--- config.mk ---
export PLATFORM = sky130hd
export DESIGN_NAME = bus_arb
export DESIGN_NICKNAME = d
export VERILOG_FILES = /design/src/rtl/bus_arb.sv
export SDC_FILE = /design/constraint.sdc
export NUM_CORES = 1
export LEC_CHECK = 0
export CORE_UTILIZATION = 46
export DETAILED_ROUTE_END_ITERATION = 10
export GPL_TIMING_DRIVEN = 0
export PLACE_DENSITY = 0.94
export REMOVE_ABC_BUFFERS = 1
export SKIP_LAST_GASP = 1
export SYNTH_ARGS = -nofsm -noshare
export SYNTH_HDL_FRONTEND = slang
export SYNTH_SLANG_ARGS = --single-unit
--- constraint.sdc ---
create_clock -name clk -period 3.88 [get_ports clk]
set_input_delay 0.776 -clock clk [delete_from_list [all_inputs] [get_ports clk]]
set_output_delay 0.776 -clock clk [all_outputs]
set_load 0.05 [all_outputs]
--- src/rtl/bus_arb.sv ---
// ---------------------------------------------------------------------------
// bus_arb
//
// Two-master round-robin arbiter placed directly in front of busctl. It
// serialises single-byte read/write transactions onto busctl's single
// write_en/addr_in/data_in port and routes busctl's data_out back to the
// master that issued the read once the memory read latency has elapsed.
//
// Master 0 is the CPU bus interface, master 1 is the DMA/peripheral master.
// When both request in the same IDLE cycle, the master that did not own the
// bus most recently wins. After reset master 0 wins the first tie.
//
// Parameters:
//   READ_LATENCY  cycles from the XFER cycle until bus_rdata is valid (1..7)
//   AW            address width (busctl addr_in)
//   DW            data width (busctl data_in/data_out)
//
// Ports:
//   clk            system clock, rising edge
//   rst_n          asynchronous active-low reset
//   m0_req         master 0 request, held with we/addr/wdata until m0_gnt
//   m0_we          master 0 write (1) / read (0)
//   m0_addr        master 0 address
//   m0_wdata       master 0 write data
//   m0_gnt         one-cycle pulse: master 0 transaction is on the bus
//   m0_rvalid      one-cycle pulse: m0_rdata holds a fresh read result
//   m0_rdata       master 0 read data, held until its next read completes
//   m1_*           same set of signals for master 1
//   bus_write_en   to busctl write_en (high only during a write XFER cycle)
//   bus_addr       to busctl addr_in (holds last latched address)
//   bus_data       to busctl data_in (holds last latched data)
//   bus_rdata      from busctl data_out
//
// Every output comes straight from a flop, so there is no combinational
// path from any request input to any output.
// ---------------------------------------------------------------------------
module bus_arb #(
   parameter int READ_LATENCY = 1,
   parameter int AW           = 17,
   parameter int DW           = 8
) (
   input  logic          clk,
   input  logic          rst_n,

   input  logic          m0_req,
   input  logic          m0_we,
   input  logic [AW-1:0] m0_addr,
   input  logic [DW-1:0] m0_wdata,
   output logic          m0_gnt,
   output logic          m0_rvalid,
   output logic [DW-1:0] m0_rdata,

   input  logic          m1_req,
   input  logic          m1_we,
   input  logic [AW-1:0] m1_addr,
   input  logic [DW-1:0] m1_wdata,
   output logic          m1_gnt,
   output logic          m1_rvalid,
   output logic [DW-1:0] m1_rdata,

   output logic          bus_write_en,
   output logic [AW-1:0] bus_addr,
   output logic [DW-1:0] bus_data,
   input  logic [DW-1:0] bus_rdata
);

   // The latency counter only ever holds READ_LATENCY-1, which fits in
   // three bits for the supported latency range.
   localparam int            CW       = 3;
   localparam logic [CW-1:0] LAT_LOAD = CW'(READ_LATENCY - 1);

   typedef enum logic [1:0] {
      IDLE   = 2'd0,
      XFER   = 2'd1,
      RDWAIT = 2'd2
   } state_t;

   state_t        state;
   logic          owner;
   logic          last_owner;
   logic          xfer_we;
   logic [CW-1:0] lat_cnt;

   logic          m0_win;
   logic          m1_win;

   // Arbitration decode. A lone requester always wins; on a tie the master
   // that is not last_owner wins, which alternates the bus between the two
   // masters under continuous contention. This decode only feeds flops in
   // the state machine below, never an output directly.
   always_comb begin
      m0_win = 1'b0;
      m1_win = 1'b0;
      if (m0_req && m1_req) begin
         m0_win = last_owner;
         m1_win = !last_owner;
      end else begin
         m0_win = m0_req;
         m1_win = m1_req;
      end
   end

   // Main transaction state machine with all outputs registered.
   //
   // IDLE:   arbitrate; the winner's request is latched into the bus
   //         registers and its gnt is raised for the XFER cycle.
   // XFER:   the transaction is on the bus for exactly one cycle. Writes
   //         return to IDLE, reads start the latency countdown.
   // RDWAIT: the bus stays owned until the read data comes back, so a
   //         write from the other master can never slip in between. When
   //         the countdown hits zero, bus_rdata is captured into the
   //         owner's rdata register and its rvalid pulses next cycle.
   //
   // Pulse outputs default low every cycle so they are one cycle wide.
   // Requests seen outside IDLE are simply not looked at, which makes a
   // request dropped before its gnt a clean cancellation.
   always_ff @(posedge clk or negedge rst_n) begin
      if (!rst_n) begin
         state        <= IDLE;
         owner        <= 1'b0;
         last_owner   <= 1'b1;
         xfer_we      <= 1'b0;
         lat_cnt      <= '0;
         m0_gnt       <= 1'b0;
         m1_gnt       <= 1'b0;
         m0_rvalid    <= 1'b0;
         m1_rvalid    <= 1'b0;
         m0_rdata     <= '0;
         m1_rdata     <= '0;
         bus_write_en <= 1'b0;
         bus_addr     <= '0;
         bus_data     <= '0;
      end else begin
         m0_gnt       <= 1'b0;
         m1_gnt       <= 1'b0;
         m0_rvalid    <= 1'b0;
         m1_rvalid    <= 1'b0;
         bus_write_en <= 1'b0;

         case (state)
            IDLE: begin
               if (m0_win || m1_win) begin
                  owner      <= m1_win;
                  last_owner <= m1_win;
                  m0_gnt     <= m0_win;
                  m1_gnt     <= m1_win;
                  state      <= XFER;
                  if (m1_win) begin
                     xfer_we      <= m1_we;
                     bus_write_en <= m1_we;
                     bus_addr     <= m1_addr;
                     bus_data     <= m1_wdata;
                  end else begin
                     xfer_we      <= m0_we;
                     bus_write_en <= m0_we;
                     bus_addr     <= m0_addr;
                     bus_data     <= m0_wdata;
                  end
               end
            end

            XFER: begin
               if (xfer_we) begin
                  state <= IDLE;
               end else begin
                  lat_cnt <= LAT_LOAD;
                  state   <= RDWAIT;
               end
            end

            RDWAIT: begin
               if (lat_cnt != '0) begin
                  lat_cnt <= lat_cnt - CW'(1);
               end else begin
                  if (owner) begin
                     m1_rdata  <= bus_rdata;
                     m1_rvalid <= 1'b1;
                  end else begin
                     m0_rdata  <= bus_rdata;
                     m0_rvalid <= 1'b1;
                  end
                  state <= IDLE;
               end
            end

            default: begin
               state <= IDLE;
            end
         endcase
      end
   end

endmodule

=== Word level (Yosys, flattened, before mapping) ===
Index checks and enable logic that the tools add are counted.

* Output and inout bits: 46
* Bits of input ports: 64
* Flip-flop bits (word level): 54
* Logic and storage cells: 58

* Add/sub/neg operators: 1
* Multiplexer cells: 24
* Bitwise gates (word level): 2
* Reductions and logical operators: 11
* Eq/ne operators: 6

{| class="wikitable"
|+ Operators with widths
! cell !! count
|-
| 17-bit 2-to-1 mux || 1
|-
| 1-bit 2-to-1 mux || 15
|-
| 3-bit AND reduction || 3
|-
| 8-bit 2-to-1 mux || 1
|-
| 2-bit inequality test, second input constant || 4
|-
| 2-bit 2-to-1 mux || 3
|-
| 3-bit 2-to-1 mux || 2
|-
| 2-bit case mux with 3 select lines || 1
|-
| 3-bit case mux with 2 select lines || 1
|-
| 2-bit AND reduction || 2
|-
| 3-bit nonzero test || 1
|-
| 3-bit by 1-bit subtractor with 3-bit output, second input constant || 1
|-
| 2-bit by 1-bit equality test with 1-bit output, second input constant || 1
|-
| 2-bit equality test, second input constant || 1
|-
| 2-bit logical NOT || 1
|-
| 1-bit inverter || 2
|-
| 2-bit nonzero test || 1
|-
| 1-bit logical AND || 1
|-
| 1-bit logical NOT || 1
|-
| 1-bit logical OR || 1
|}

=== Logic depth before layout (Yosys ltp) ===
* Depth in word-level cells: 5
* Mapped depth: 6
* Depth with buffers taken out: 5

=== Worst setup path before layout ===
No wires, ideal clock.

* Path kind: input port to flip-flop
* Start: input port m1_req
* End: register bus_addr[0]
* Stages on the path: 5
* Data arrival time: 1.773 ns
* Required time: 3.755 ns
* Setup time: 0.125 ns
* Setup slack: 1.982 ns
* Cells stage by stage: a21bo_1 buf_6 buf_12 mux2_4 mux2_4

* Longest elaborated chain between the ends: 4
* Elaborated cells on any way between the ends: 6
* Classes of those cells: mux (3); reduce/logical (3)

{| class="wikitable"
|+ Ends and longest elaborated chain
! what !! line !! RTL
|-
| start, declared || 53 || <nowiki>input logic m1_req,</nowiki>
|-
| 1-bit logical AND || 94 || <nowiki>if (m0_req && m1_req) begin</nowiki>
|-
| 1-bit 2-to-1 mux || 94 ||
|-
| 1-bit logical OR || 142 || <nowiki>if (m0_win || m1_win) begin</nowiki>
|-
| 2-bit AND reduction (no line) || - ||
|-
| end signal, assigned || 151 || <nowiki>bus_addr <= m1_addr;</nowiki>
|-
| end signal, assigned || 156 || <nowiki>bus_addr <= m0_addr;</nowiki>
|-
| end, declared || 62 || <nowiki>output logic [AW-1:0] bus_addr,</nowiki>
|}

Several ways; a longest one is shown, not always the timed one.
A chain may end at the register's enable or synchronous reset.

=== Worst setup path after layout ===
* Start: input port m1_req
* End: register bus_data[3]

* Longest elaborated chain between the ends: 4
* Elaborated cells on any way between the ends: 6
* Classes of those cells: mux (3); reduce/logical (3)

{| class="wikitable"
|+ Ends and longest elaborated chain
! what !! line !! RTL
|-
| 1-bit logical AND || 94 ||
|-
| 1-bit 2-to-1 mux || 94 ||
|-
| 1-bit logical OR || 142 ||
|-
| 2-bit AND reduction (no line) || - ||
|-
| end signal, assigned || 152 || <nowiki>bus_data <= m1_wdata;</nowiki>
|-
| end signal, assigned || 157 || <nowiki>bus_data <= m0_wdata;</nowiki>
|-
| end, declared || 63 || <nowiki>output logic [DW-1:0] bus_data,</nowiki>
|}

Several ways; a longest one is shown, not always the timed one.

==> PnR_summary.wiki <==
{| class="wikitable"
! Metric !! Value
|-
| Buffering stage count on the worst path with inverters included || 1
|-
| Startpoint Class || primary input
|-
| Cells traversed along the worst timing path || clkdlybuf4s50_1 > a21bo_1 > mux2_2 > mux2_2
|-
| Number of storage elements in the synthesis netlist || 54
|-
| Number of cells in the finished layout apart from fillers || 346
|-
| Endpoint type of the worst setup path || register
|-
| Yosys top cell area share || 51.9%
|-
| DP HPWL || 4.17 mm
|-
| Area of the mapped netlist || about 0.0026 mm²
|-
| GRT Overall Usage || 20.3%
|-
| Outcome || completed
|-
| Root buffer cell || sky130_fd_sc_hd__clkbuf_8
|-
| Setup Buffers After CTS || 0
|-
| Latest clock arrival within the worst-skew pair || about 0.30 ns
|-
| Die Y || 76.6 µm
|-
| Required time of the worst setup path || 4.08 ns
|-
| Top-level I/O count || 110
|-
| Number of levels in the clock H-tree || 2
|-
| Reg clk slew, reported paths || 0.09 ns
|-
| Iteration count of the initial detailed-routing pass || 4
|-
| Total via count in the routed design || approximately 1700
|-
| Largest net degree at the start of global routing || 33
|-
| Ant diodes || 0
|-
| Setup total negative slack || 0 ns
|-
| Final clock period utilization by the worst path || between 70% and 80%
|-
| Most common cell after layout, fill and taps aside || sky130_fd_sc_hd__clkdlybuf4s50_1
|-
| Arrival time at the worst endpoint || about 3 ns
|-
| Uppermost metal layer occupied by signal nets || met4
|-
| Number of pins with negative max-slew slack in the final report || 0
|-
| Avg Vias per Cell || approximately 5
|-
| Initial drt markers || between 40 and 50
|-
| Average cell area after synthesis || around 16 µm²
|-
| Core box area || ~0.0052 mm²
|-
| Total power divided by cell area || 903 mW/mm²
|-
| Post-DR wirelength/cell || 15.6 µm
|-
| Synthesis Warnings || 0
|-
| Routability cong. || between 0.7 and 0.8
|-
| Total of fill cells in the finished design || 363
|-
| Number of buffers between clock root and the deepest sink || 2
|-
| Seq/Total Area, Yosys || around 53%
|-
| Total global routing overflow || 0
|-
| Total of max-cap violations || 0
|-
| Clock tree from TritonCTS || built
|-
| Cell type with the largest total area after synthesis || sky130_fd_sc_hd__dfrtp_1
|-
| Fmax || between 0.3 and 0.4 GHz
|-
| Hold slack final || 0.434 ns
|-
| Post-route cell area || 0.00378 mm²
|-
| Delay contributed by the slowest stage of the critical path || between 1 and 1.5 ns
|-
| Top post-synthesis cells by area || sky130_fd_sc_hd__dfrtp_1 52%, sky130_fd_sc_hd__mux2_4 21%, sky130_fd_sc_hd__mux2_2 13%, sky130_fd_sc_hd__buf_12 1.6%, sky130_fd_sc_hd__buf_6 1.3%
|-
| Number of sinks handled by clock tree synthesis || 54
|-
| Detail Route met3 WL || between 500 and 600 µm
|-
| Unrepaired setup endpoints after global routing || false
|-
| Worst slew slack as a fraction of its limit || 12.0%
|-
| Routed WL || 5.39 mm
|-
| Family with the most delay on the worst path || compound AO/OA/AOI/OAI gates
|-
| Total leakage power || roughly 1.7 nW
|-
| Count of different cell masters after synthesis || 30
|-
| Number of antenna violations at the first check in global routing || 0
|-
| Number of nets in the layout || between 300 and 400
|-
| Commonest cells after routing, fill and taps aside || 108 x sky130_fd_sc_hd__clkdlybuf4s50_1, 53 x sky130_fd_sc_hd__dfrtp_1, 36 x sky130_fd_sc_hd__mux2_4
|-
| Peak supply drop || around 0.00058 V
|-
| Min cycle time layout || approximately 2.9 ns
|-
| Transition time of the tightest slew-check pin || about 1.3 ns
|-
| Area of all sequential standard cells || between 0.001 and 0.0015 mm²
|-
| DP Area || roughly 0.0037 mm²
|-
| Final number of setup-violating endpoints || 0
|-
| Max stage delay cell, worst path || sky130_fd_sc_hd__a21bo_1
|-
| Rows || 26
|-
| Final Hold Violating Endpoints || 0
|-
| Inserted Clock Buffers || 5
|-
| WL met2 || about 2.6 mm
|-
| Area occupied by multi-input gates || roughly 0.0011 mm²
|-
| Count of mapped cells out of synthesis || ~160
|-
| Die span in x || roughly 77 µm
|-
| Cell count after placement || 338
|-
| Clock Skews || approximately 0.0052 ns
|-
| Remaining DRCs || 0
|-
| Starting Density || around half
|-
| Detailed-route wire length on metal 1 || 2.15 mm
|-
| Number of I/O port buffers || about 110
|-
| First-pass GRT wire length || between 9 and 10 mm
|-
| Via count of the first global-routing pass || roughly 1900
|-
| # hold bufs at CTS || 0
|-
| Die ar. || 0.00586 mm²
|-
| Critical path class || in2reg
|-
| Ratio of cells with drive above 1 in the final layout || 29.0%
|-
| Area growth from synthesis to layout || 47.9%
|-
| HP Class || in2async
|-
| Number of routed nets with antenna violations || 0
|-
| Most common cell on crit path || sky130_fd_sc_hd__mux2_2
|-
| Post-cts repair resize count || 0
|-
| Maximum net fanout on the critical path || 27
|}
-- per-layer routing --
layer | up-vias | track usage, %
li1 | 803 | -
met3 | 4 | 9.22
met2 | 86 | 33.7
met1 | 818 | 23.2
met5 | - | 0
met4 | 0 | 6.92
-- synth_stat cells --
library cell               number
sky130_fd_sc_hd__mux2i_1        2
sky130_fd_sc_hd__dfstp_2        1
sky130_fd_sc_hd__inv_1          5
sky130_fd_sc_hd__nand4b_1       1
sky130_fd_sc_hd__inv_2          1
sky130_fd_sc_hd__or3b_2         1
sky130_fd_sc_hd__mux2_4        36
sky130_fd_sc_hd__buf_12         2
sky130_fd_sc_hd__o31ai_1        1
sky130_fd_sc_hd__a31oi_1        1
sky130_fd_sc_hd__buf_6          3
sky130_fd_sc_hd__a21oi_1        4
sky130_fd_sc_hd__a21bo_1        1
sky130_fd_sc_hd__nor2_2         1
sky130_fd_sc_hd__nor2b_1        1
sky130_fd_sc_hd__a21o_1         1
sky130_fd_sc_hd__nand3b_1       1
sky130_fd_sc_hd__nor3_4         1
sky130_fd_sc_hd__o21ai_0        4
sky130_fd_sc_hd__o22a_1         1
sky130_fd_sc_hd__nand2_1        2
sky130_fd_sc_hd__mux2_2        30
sky130_fd_sc_hd__nand3_1        1
sky130_fd_sc_hd__a221oi_1       1
sky130_fd_sc_hd__nor3_1         1
sky130_fd_sc_hd__nand2b_1       2
sky130_fd_sc_hd__buf_2          1
sky130_fd_sc_hd__nor2_1         2
sky130_fd_sc_hd__ha_1           2
sky130_fd_sc_hd__dfrtp_1       53
-- per-stage QoR --
step	setup WS [ns]	power, mW	util (%)
floorplan	1.46	2.39	-
global placement	0.468	3.02	69.8
detailed placement	0.663	3.08	70.1
CTS	0.993	3.45	72.2
global route	0.933	3.58	72.2
finish	1.02	3.42	72.2
-- worst register-to-register path, stage by stage, from the launching register on --
cell and delay, ns:
sky130_fd_sc_hd__dfstp_2 0.57, sky130_fd_sc_hd__a21bo_1 0.99, sky130_fd_sc_hd__mux2_2 0.46, sky130_fd_sc_hd__mux2_2 0.26
-- report_power, final --
| group | internal, mW | switching (mW) | total, mW |
|---|---|---|---|
| registers | 0.830 | 0.168 | 0.998 |
| logic | 0.856 | 1.20 | 2.05 |
| clock network | 0.192 | 0.173 | 0.366 |
-- area by class of cell --
class                      instances  area share [%]
clock inverter                     2           0.992
timing repair buffer             110            29.2
inverter                           6           0.595
clock buffer                       6            1.92
multi-input combinational         98            29.2
sequential                        54            35.8
tap                               70            2.32
-- sequential cells by signal, summed over array words and instances, names as in the netlist --
name          count
m0_rvalid         1
lat_cnt           3
m0_rdata          8
xfer_we           1
m1_gnt            1
last_owner        1
bus_data          8
bus_write_en      1
m1_rdata          8
m1_rvalid         1
m0_gnt            1
bus_addr         17
state             2
owner             1
-- final timing paths --
check                                          endpoint  slack, ns                    start  cells past startpoint
min in group clk                m1_rdata[2]$_DFFE_PN0P_       0.51  m1_rdata[2]$_DFFE_PN0P_                      1
worst min-delay path            m0_rdata[2]$_DFFE_PN0P_       0.43                    rst_n                      1
worst min register to register  m1_rdata[2]$_DFFE_PN0P_       0.51  m1_rdata[2]$_DFFE_PN0P_                      1
max in group asynchronous        last_owner$_DFFE_PN1P_       2.84                    rst_n                      2
worst max register to register  bus_data[3]$_DFFE_PN0P_       1.49   last_owner$_DFFE_PN1P_                      3
worst max-delay path            bus_data[3]$_DFFE_PN0P_       1.02                   m1_req                      4
-- cell families after synthesis --
logic type	after synthesis	share of synthesized area (%)
buffers and inverters	12	3.96
AOI/OAI and AO/OA	14	3.47
muxes	68	35.1
adders and majority gates	2	0.978
and+or+nand+nor	14	3.57
DFF	54	52.9
Power figures use the tool's default switching activity.
